`src/rtl/uart_rx_pkg.sv`:
```
// Shared types and constants for the UART receive frame sequencer.
package uart_rx_pkg;

  typedef enum logic [2:0] {
    ST_IDLE   = 3'd0,
    ST_START  = 3'd1,
    ST_DATA   = 3'd2,
    ST_PARITY = 3'd3,
    ST_STOP   = 3'd4
  } rx_state_t;

  localparam int MIN_PRESCALE = 8;
  localparam int CHK_OFFSET   = 2;

endpackage

```
`src/rtl/uart_rx_edge_bit_counter.sv`:
```
// Edge counter (clock index within a bit, wrapping at the bit boundary) and
// data bit counter for the UART receive sequencer.
module uart_rx_edge_bit_counter
  import uart_rx_pkg::*;
#(
  parameter int PRESCALE_WIDTH = 6
) (
  input  logic                      i_clk,
  input  logic                      i_rst,
  input  logic                      i_en,
  input  logic                      i_edge_clr,
  input  logic                      i_edge_load,
  input  logic [PRESCALE_WIDTH-1:0] i_last_edge,
  input  logic                      i_bit_clr,
  input  logic                      i_bit_inc,
  output logic [PRESCALE_WIDTH-1:0] o_edge_cnt,
  output logic [3:0]                o_bit_cnt,
  output logic                      o_at_last
);

  localparam logic [PRESCALE_WIDTH-1:0] EDGE_ZERO = {PRESCALE_WIDTH{1'b0}};
  localparam logic [PRESCALE_WIDTH-1:0] EDGE_ONE  = {{(PRESCALE_WIDTH-1){1'b0}}, 1'b1};

  logic [PRESCALE_WIDTH-1:0] r_edge_cnt;
  logic [3:0]                r_bit_cnt;

  assign o_at_last  = (r_edge_cnt == i_last_edge);
  assign o_edge_cnt = r_edge_cnt;
  assign o_bit_cnt  = r_bit_cnt;

  // Edge counter: load 1 on start detect (the detect cycle is edge 0).
  always_ff @(posedge i_clk) begin
    if (i_rst) begin
      r_edge_cnt <= EDGE_ZERO;
    end else if (i_edge_clr) begin
      r_edge_cnt <= EDGE_ZERO;
    end else if (i_edge_load) begin
      r_edge_cnt <= EDGE_ONE;
    end else if (i_en) begin
      r_edge_cnt <= o_at_last ? EDGE_ZERO : (r_edge_cnt + EDGE_ONE);
    end
  end

  // Bit counter holds its value outside the data field.
  always_ff @(posedge i_clk) begin
    if (i_rst) begin
      r_bit_cnt <= 4'd0;
    end else if (i_bit_clr) begin
      r_bit_cnt <= 4'd0;
    end else if (i_bit_inc) begin
      r_bit_cnt <= r_bit_cnt + 4'd1;
    end
  end

endmodule

```
`src/rtl/uart_rx_fsm.sv`:
```
// UART receive frame sequencer: tracks frame position, issues mid-bit check
// and shift strobes, and reports one data_valid or frame_err pulse per frame.
module uart_rx_fsm
  import uart_rx_pkg::*;
#(
  parameter int DATA_WIDTH     = 8,
  parameter int PRESCALE_WIDTH = 6
) (
  input  logic                      CLK,
  input  logic                      RST,
  input  logic                      rx_in,
  input  logic [PRESCALE_WIDTH-1:0] prescale,
  input  logic                      par_en,
  input  logic                      strt_glitch,
  input  logic                      par_err,
  input  logic                      stp_err,
  output logic [PRESCALE_WIDTH-1:0] edge_cnt,
  output logic [3:0]                bit_cnt,
  output logic                      dat_samp_en,
  output logic                      strt_chk_en,
  output logic                      par_chk_en,
  output logic                      stp_chk_en,
  output logic                      deser_en,
  output logic                      data_valid,
  output logic                      frame_err,
  output logic                      par_err_flag
);

  localparam logic [PRESCALE_WIDTH-1:0] PS_MIN   = PRESCALE_WIDTH'(MIN_PRESCALE);
  localparam logic [PRESCALE_WIDTH-1:0] PS_ONE   = {{(PRESCALE_WIDTH-1){1'b0}}, 1'b1};
  localparam logic [PRESCALE_WIDTH-1:0] CHK_OFFS = PRESCALE_WIDTH'(CHK_OFFSET);
  localparam logic [3:0]                LAST_BIT = 4'(DATA_WIDTH - 1);

  rx_state_t                 r_state;
  rx_state_t                 w_next_state;
  logic [PRESCALE_WIDTH-1:0] r_ps;
  logic                      r_par_en;
  logic                      r_par_err_flag;
  logic                      r_data_valid;
  logic                      r_frame_err;

  logic [PRESCALE_WIDTH-1:0] w_ps_eff;
  logic [PRESCALE_WIDTH-1:0] w_chk_edge;
  logic [PRESCALE_WIDTH-1:0] w_last_edge;
  logic                      w_at_chk;
  logic                      w_at_last;
  logic                      w_edge_clr;
  logic                      w_edge_load;
  logic                      w_bit_clr;
  logic                      w_bit_inc;
  logic                      w_start_det;
  logic                      w_par_sample;
  logic                      w_frame_done;
  logic                      w_frame_bad;

  assign w_ps_eff    = (prescale < PS_MIN) ? PS_MIN : prescale;
  assign w_chk_edge  = (r_ps >> 1) + CHK_OFFS;
  assign w_last_edge = r_ps - PS_ONE;
  assign w_at_chk    = (edge_cnt == w_chk_edge);
  assign w_frame_bad = stp_err | r_par_err_flag;

  assign data_valid   = r_data_valid;
  assign frame_err    = r_frame_err;
  assign par_err_flag = r_par_err_flag;

  uart_rx_edge_bit_counter #(
    .PRESCALE_WIDTH(PRESCALE_WIDTH)
  ) u_cnt (
    .i_clk      (CLK),
    .i_rst      (RST),
    .i_en       (dat_samp_en),
    .i_edge_clr (w_edge_clr),
    .i_edge_load(w_edge_load),
    .i_last_edge(w_last_edge),
    .i_bit_clr  (w_bit_clr),
    .i_bit_inc  (w_bit_inc),
    .o_edge_cnt (edge_cnt),
    .o_bit_cnt  (bit_cnt),
    .o_at_last  (w_at_last)
  );

  // Next-state, counter control and mid-bit strobes.
  always_comb begin
    w_next_state = r_state;
    w_edge_clr   = 1'b0;
    w_edge_load  = 1'b0;
    w_bit_clr    = 1'b0;
    w_bit_inc    = 1'b0;
    w_start_det  = 1'b0;
    w_par_sample = 1'b0;
    w_frame_done = 1'b0;
    dat_samp_en  = (r_state != ST_IDLE);
    strt_chk_en  = 1'b0;
    par_chk_en   = 1'b0;
    stp_chk_en   = 1'b0;
    deser_en     = 1'b0;
    case (r_state)
      ST_IDLE: begin
        if (!rx_in) begin
          w_start_det  = 1'b1;
          w_edge_load  = 1'b1;
          w_next_state = ST_START;
        end else begin
          w_edge_clr   = 1'b1;
          w_next_state = ST_IDLE;
        end
      end
      ST_START: begin
        strt_chk_en = w_at_chk;
        if (w_at_chk && strt_glitch) begin
          w_edge_clr   = 1'b1;
          w_next_state = ST_IDLE;
        end else if (w_at_last) begin
          w_bit_clr    = 1'b1;
          w_next_state = ST_DATA;
        end else begin
          w_next_state = ST_START;
        end
      end
      ST_DATA: begin
        deser_en = w_at_chk;
        if (w_at_last && (bit_cnt == LAST_BIT)) begin
          w_next_state = r_par_en ? ST_PARITY : ST_STOP;
        end else if (w_at_last) begin
          w_bit_inc = 1'b1;
        end else begin
          w_next_state = ST_DATA;
        end
      end
      ST_PARITY: begin
        par_chk_en   = w_at_chk;
        w_par_sample = w_at_chk;
        if (w_at_last) begin
          w_next_state = ST_STOP;
        end else begin
          w_next_state = ST_PARITY;
        end
      end
      ST_STOP: begin
        stp_chk_en = w_at_chk;
        // Leave mid stop bit so a back-to-back start edge is not missed.
        if (w_at_chk) begin
          w_frame_done = 1'b1;
          w_edge_clr   = 1'b1;
          w_next_state = ST_IDLE;
        end else begin
          w_next_state = ST_STOP;
        end
      end
      default: begin
        w_edge_clr   = 1'b1;
        w_next_state = ST_IDLE;
      end
    endcase
  end

  // State, per-frame configuration and verdict registers.
  always_ff @(posedge CLK) begin
    if (RST) begin
      r_state        <= ST_IDLE;
      r_ps           <= PS_MIN;
      r_par_en       <= 1'b0;
      r_par_err_flag <= 1'b0;
      r_data_valid   <= 1'b0;
      r_frame_err    <= 1'b0;
    end else begin
      r_state      <= w_next_state;
      r_data_valid <= w_frame_done & ~w_frame_bad;
      r_frame_err  <= w_frame_done & w_frame_bad;
      if (w_start_det) begin
        r_ps           <= w_ps_eff;
        r_par_en       <= par_en;
        r_par_err_flag <= 1'b0;
      end else if (w_par_sample) begin
        r_par_err_flag <= par_err;
      end
    end
  end

endmodule

```
`config.mk`:
```
export PLATFORM = sky130hd
export DESIGN_NAME = uart_rx_fsm
export DESIGN_NICKNAME = d
export VERILOG_FILES = /design/src/rtl/uart_rx_pkg.sv /design/src/rtl/uart_rx_edge_bit_counter.sv /design/src/rtl/uart_rx_fsm.sv
export SDC_FILE = /design/constraint.sdc
export NUM_CORES = 1
export LEC_CHECK = 0
export BUFFER_PORTS_ARGS = -buffer_cell sky130_fd_sc_hd__buf_2
export CORE_MARGIN = 10
export CORE_UTILIZATION = 55
export DETAILED_ROUTE_END_ITERATION = 7
export GPL_TIMING_DRIVEN = 1
export PLACE_DENSITY = 0.87
export SETUP_SLACK_MARGIN = 0.4
export SYNTH_ARGS = -nofsm -noshare
export SYNTH_HDL_FRONTEND = slang
export SYNTH_HIERARCHICAL = 1
export SYNTH_SLANG_ARGS = --single-unit
```
`constraint.sdc`:
```
create_clock -name CLK -period 3.7 [get_ports CLK]
set_input_delay 0.37 -clock CLK [delete_from_list [all_inputs] [get_ports CLK]]
set_output_delay 0.37 -clock CLK [all_outputs]
set_load 0.1 [all_outputs]
```
# After elaboration in Yosys (flattened, before gate mapping)
# Cells that the tools add are included.
# classes
addsub,4
n_lt_le_gt_ge,1
n_eq_ne,8
mux,29
bitwise,4
reduce_logical,10
# op_table
cell,count
1-bit 2-to-1 mux,18
3-bit 2-to-1 mux,5
3-bit case mux with 5 select lines,1
6-bit equality test,2
6-bit 2-to-1 mux,2
2-bit OR reduction,4
"5-bit by 2-bit adder with 6-bit output, second input constant",1
"6-bit by 1-bit adder with 6-bit output, second input constant",1
"3-bit by 2-bit equality test with 1-bit output, second input constant",2
"6-bit by 4-bit less-than comparator with 1-bit output, second input constant",1
"6-bit by 1-bit subtractor with 6-bit output, second input constant",1
"4-bit by 1-bit adder with 4-bit output, second input constant",1
"4-bit by 3-bit equality test with 1-bit output, second input constant",1
2-bit 2-to-1 mux,2
1-bit case mux with 4 select lines,1
"3-bit by 1-bit equality test with 1-bit output, second input constant",1
"3-bit equality test, second input constant",1
3-bit zero test,1
"3-bit inequality test, second input constant",1
3-bit nonzero test,1
3-bit OR reduction,1
1-bit bitwise AND,2
1-bit logical AND,2
2-bit nonzero test,1
other kinds (2),2
# totals
register_bits,23
in_bits,13
wordCells,65

# Logic depth before layout (Yosys ltp)
# logic_depth
ltp_word,6
depth_mapped,13

# Modules after synthesis
# Netlist, hierarchy kept.
# by_module_without_submodules
module,n_inst,cells_per_inst,area_per_inst_um2,seq_area_each_um2
uart_rx_fsm,1,125,945.9,260.2
uart_rx_edge_bit_counter,1,54,519.2,200.2

# Worst setup path before layout
# OpenSTA, ideal clock, no wires.
# synth_path
kind,register to output
from,"register u_cnt.r_edge_cnt[4], in the netlist u_cnt/o_edge_cnt[4]"
to,output deser_en
t_arrival_ns,3.992
required_ns,3.330
setup_slack_ns,-0.662
path_stages_with_launch,7
path_buffers,1
cell_sequence,dfxtp_1 -> xnor2_1 -> xnor2_1 -> nand4_1 -> or2_1 -> buf_6 -> nor3_1
# synth_between
elab_chain_len,2
# synth_lines
element,line_no,source
start: declaration,uart_rx_edge_bit_counter.sv:24,logic [PRESCALE_WIDTH-1:0] r_edge_cnt;
start signal: assignment,uart_rx_edge_bit_counter.sv:40,r_edge_cnt <= o_at_last ? EDGE_ZERO : (r_edge_cnt + EDGE_ONE);
6-bit equality test,uart_rx_fsm.sv:59,assign w_at_chk = (edge_cnt == w_chk_edge);
1-bit 2-to-1 mux,uart_rx_fsm.sv:97,case (r_state)
end: declaration,uart_rx_fsm.sv:23,"output logic deser_en,"
# No other way between the ends.

# Final worst setup path
# layout_path
from,register r_ps[2]
to,output stp_chk_en
# layout_between
elab_chain_len,3
# layout_lines
element,line_no,source
start: declaration,uart_rx_fsm.sv:36,logic [PRESCALE_WIDTH-1:0] r_ps;
start signal: assignment,uart_rx_fsm.sv:171,r_ps <= w_ps_eff;
5-bit by 2-bit adder with 6-bit output,uart_rx_fsm.sv:57,assign w_chk_edge = (r_ps >> 1) + CHK_OFFS;
6-bit equality test,uart_rx_fsm.sv:59,
1-bit 2-to-1 mux,uart_rx_fsm.sv:97,
end: declaration,uart_rx_fsm.sv:22,"output logic stp_chk_en,"
# No other way between the ends.

==> impl_metrics.csv <==
group,metric,value,unit
grt,grt_pass1_vias,1267,
clock_tree,cts_hold_buf,0,
yosys,synth_most_common_cell,"dfxtp_1",
grt,grt_overflow,0,
sta,slew_violations,0,
cells_and_area,drive_above_1_share,21.0,%
clock_tree,h-tree-depth,1,
yosys,yosysWarnings,6,
clock_tree,cts_sinks,23,
clock_tree,cts_buffers,3,
yosys,ys_seq_area_share,31.4,%
sta,fin_crit,2.99,ns
placed_design,portBuffers,30,
sta,fmax,334,MHz
yosys,synth_area,0.00147,mm^2
floorplan,fp.dieH,71.6,um
pwr,leakagePower,0.000662,uW
drt,totalWireLength,3.18,mm
run,drv_cap,0,
floorplan,die_w,71.6,um
clock_tree,postCtsSetupBuffers,0,
pwr,powerDensity,301,mW/mm^2
pwr,pwr-share-seq,54.2,%
yosys,yosysUniqueCellTypes,39,
grt,met3_usage,3.03,%
yosys,synth_common_cells,"23 x dfxtp_1, 21 x nand2_1, 13 x nor2_1",
sta,fin_crit_sh,80.8,%
grt,grt_max_degree,20,
cells_and_area,num_antenna_cells,0,
floorplan,fp.coreArea,0.00250,mm^2
status,outcome,"completed",
yosys,netlist_top_cells_area,"dfxtp_1 31%, xnor2_1 7.2%, xor2_1 6.6%",
grt,busiest_layer,"met2",
critical_path,crit_path_start_kind,"flop",
sta,hold_ws,0.261,ns
grt,antenna_found_initial,0,
pwr,ir_worst_vdd,0.209,mV
clock_tree,cts.repair.resized,0,
clock_tree,root_buffer,"clkbuf_4",
floorplan,die_area,0.00513,mm^2
drt,drt_iter0_drc,69,
drt,vias_per_cell,5.60,
drt,routedWlPerCell,13.5,um
sta,rsz0062_at_grt,"no",
grt,grt_pass1_wl,5.52,mm
clock_tree,clk_latency,0.33,ns
critical_path,worstPathArrival,2.62,ns
grt,use_met2,21.0,%
sta,slew_headroom,65.1,%
sta,fin_setup_tns,0,ns
yosys,synth_fp_nets,197,
floorplan,initial_core_util,58.6,%
drt,via_count,1316,
pwr,power.internal,334,uW
pwr,switching_share,32.1,%
cells_and_area,final_nets,224,
grt,track_usage,12.5,%
yosys,syn_inst,179,
sta,skew,0.0105,ns
floorplan,rows,18,
cells_and_area,final_util,65.3,%
critical_path,critPathKind,"reg2out",
clock_tree,path_clk_slew,0.13,ns
grt,grtUsageMet1,14.7,%
floorplan,num_io_pins,31,
yosys,async_flop_share,0,%
drt,drt.antenna.violating_nets,0,
sta,worstMarginPinSlew,0.520,ns
clock_tree,cts_tree,"yes",
critical_path,crit_fanout,7,
drt,first_pass_iters,4,
sta,setup_viol,0,
yosys,synth_edf_count,0,
placed_design,routabilityCongestion,0.844,
yosys,synth-main-ff-cell,"dfxtp_1",
critical_path,cp-end-kind,"primary output",
cells_and_area,area_growth,11.4,%
placed_design,dp_hpwl,2.49,mm
pwr,clkPwrFrac,24.6,%
pwr,p_sw,158,uW
sta,hold_viol,0,
yosys,synth_seq_cells,23,
yosys,synth_top_area_share,31.4,%
yosys,synth_area_leader_cell,"dfxtp_1",
yosys,avgSynthCellArea,8.19,um^2
drt,drcViolationCount,0,
pwr,comb_power_share,21.2,%
critical_path,cp_data_required_time,3.33,ns
worst_hold_path,min_path_type,"in2reg",
clock_tree,cts_buffer_depth,2,
==> placed cells by master (no fill, tap or decap), drive strengths merged, types with 4 or more instances in the layout <==
cell    count
ha          5
o21ai       6
nand2      21
clkbuf      4
dfxtp      23
xor2       11
or2         4
or3         5
nand4       5
nand3       8
xnor2      12
nor3       11
inv        10
a211oi      5
nor2       13
a21oi       7
buf        31
==> worst paths after layout <==
path           start                  to  slack, ns  depth (start not counted)
max          r_ps[2]          stp_chk_en       0.71                          7
min           par_en            r_par_en       0.26                          3
max reg2reg  r_ps[2]  u_cnt/o_bit_cnt[3]       1.07                         13
min reg2reg  r_ps[0]             r_ps[0]       0.46                          2
==> metal layers <==
| metal | share of wire [%] | up-vias |
|---|---|---|
| met1 | 45 | 607 |
| met4 | 2.0 | 0 |
| met3 | 5.3 | 7 |
| li1 | - | 672 |
| met5 | 0 | - |
| met2 | 47 | 30 |
==> registers in the layout, summed over array words and instances, names as in the netlist <==
register and count:
u_cnt/o_edge_cnt 6, frame_err 1, r_ps 6, r_par_en 1, u_cnt/o_bit_cnt 4, r_state 3
data_valid 1, par_err_flag 1
==> metrics by stage <==
stage                     setup WS, ns  instance area, um^2  std cells  power (uW)
final                            0.709                 1630        235         492
after global routing             0.522                 1630        235         513
after CTS                        0.709                 1630        235         496
after detailed placement          1.08                 1610        231         376
after global placement            1.16                 1610        231         374
after floorplan                  0.102                 1470        179         358
==> cell type report <==
class | count | area [um^2]
clock buffer | 4 | 26.3
inverter | 10 | 40.0
timing repair buffer | 31 | 158
fill | 233 | 868
multi-input combinational | 137 | 910
tap | 30 | 37.5
sequential | 23 | 460
==> power by group through the flow <==
stage	registers (uW)	clock network, uW	logic [uW]
floorplan	277	0	80.4
global placement	272	0	102
detailed placement	272	0	104
CTS	266	125	104
global route	268	130	115
finish	266	121	104
==> worst max-delay path: stages, from the launching register on <==
cell and delay (ns):
dfxtp_1 0.46, inv_1 0.09, ha_1 0.31, xnor2_1 0.17
nand4_1 0.25, or2_1 0.43, nor2_1 0.15, buf_2 0.44
==> kinds of logic after synthesis <==
logic type / count (synthesis) / share of synthesized area, %
buf+inv: 19 / 6.83
xor+xnor: 23 / 13.7
flops: 23 / 31.4
simple gates: 77 / 28.5
compound gates: 31 / 14.5
fa+ha+maj: 5 / 4.27
mux: 1 / 0.683
Power figures use the tool's default switching activity.
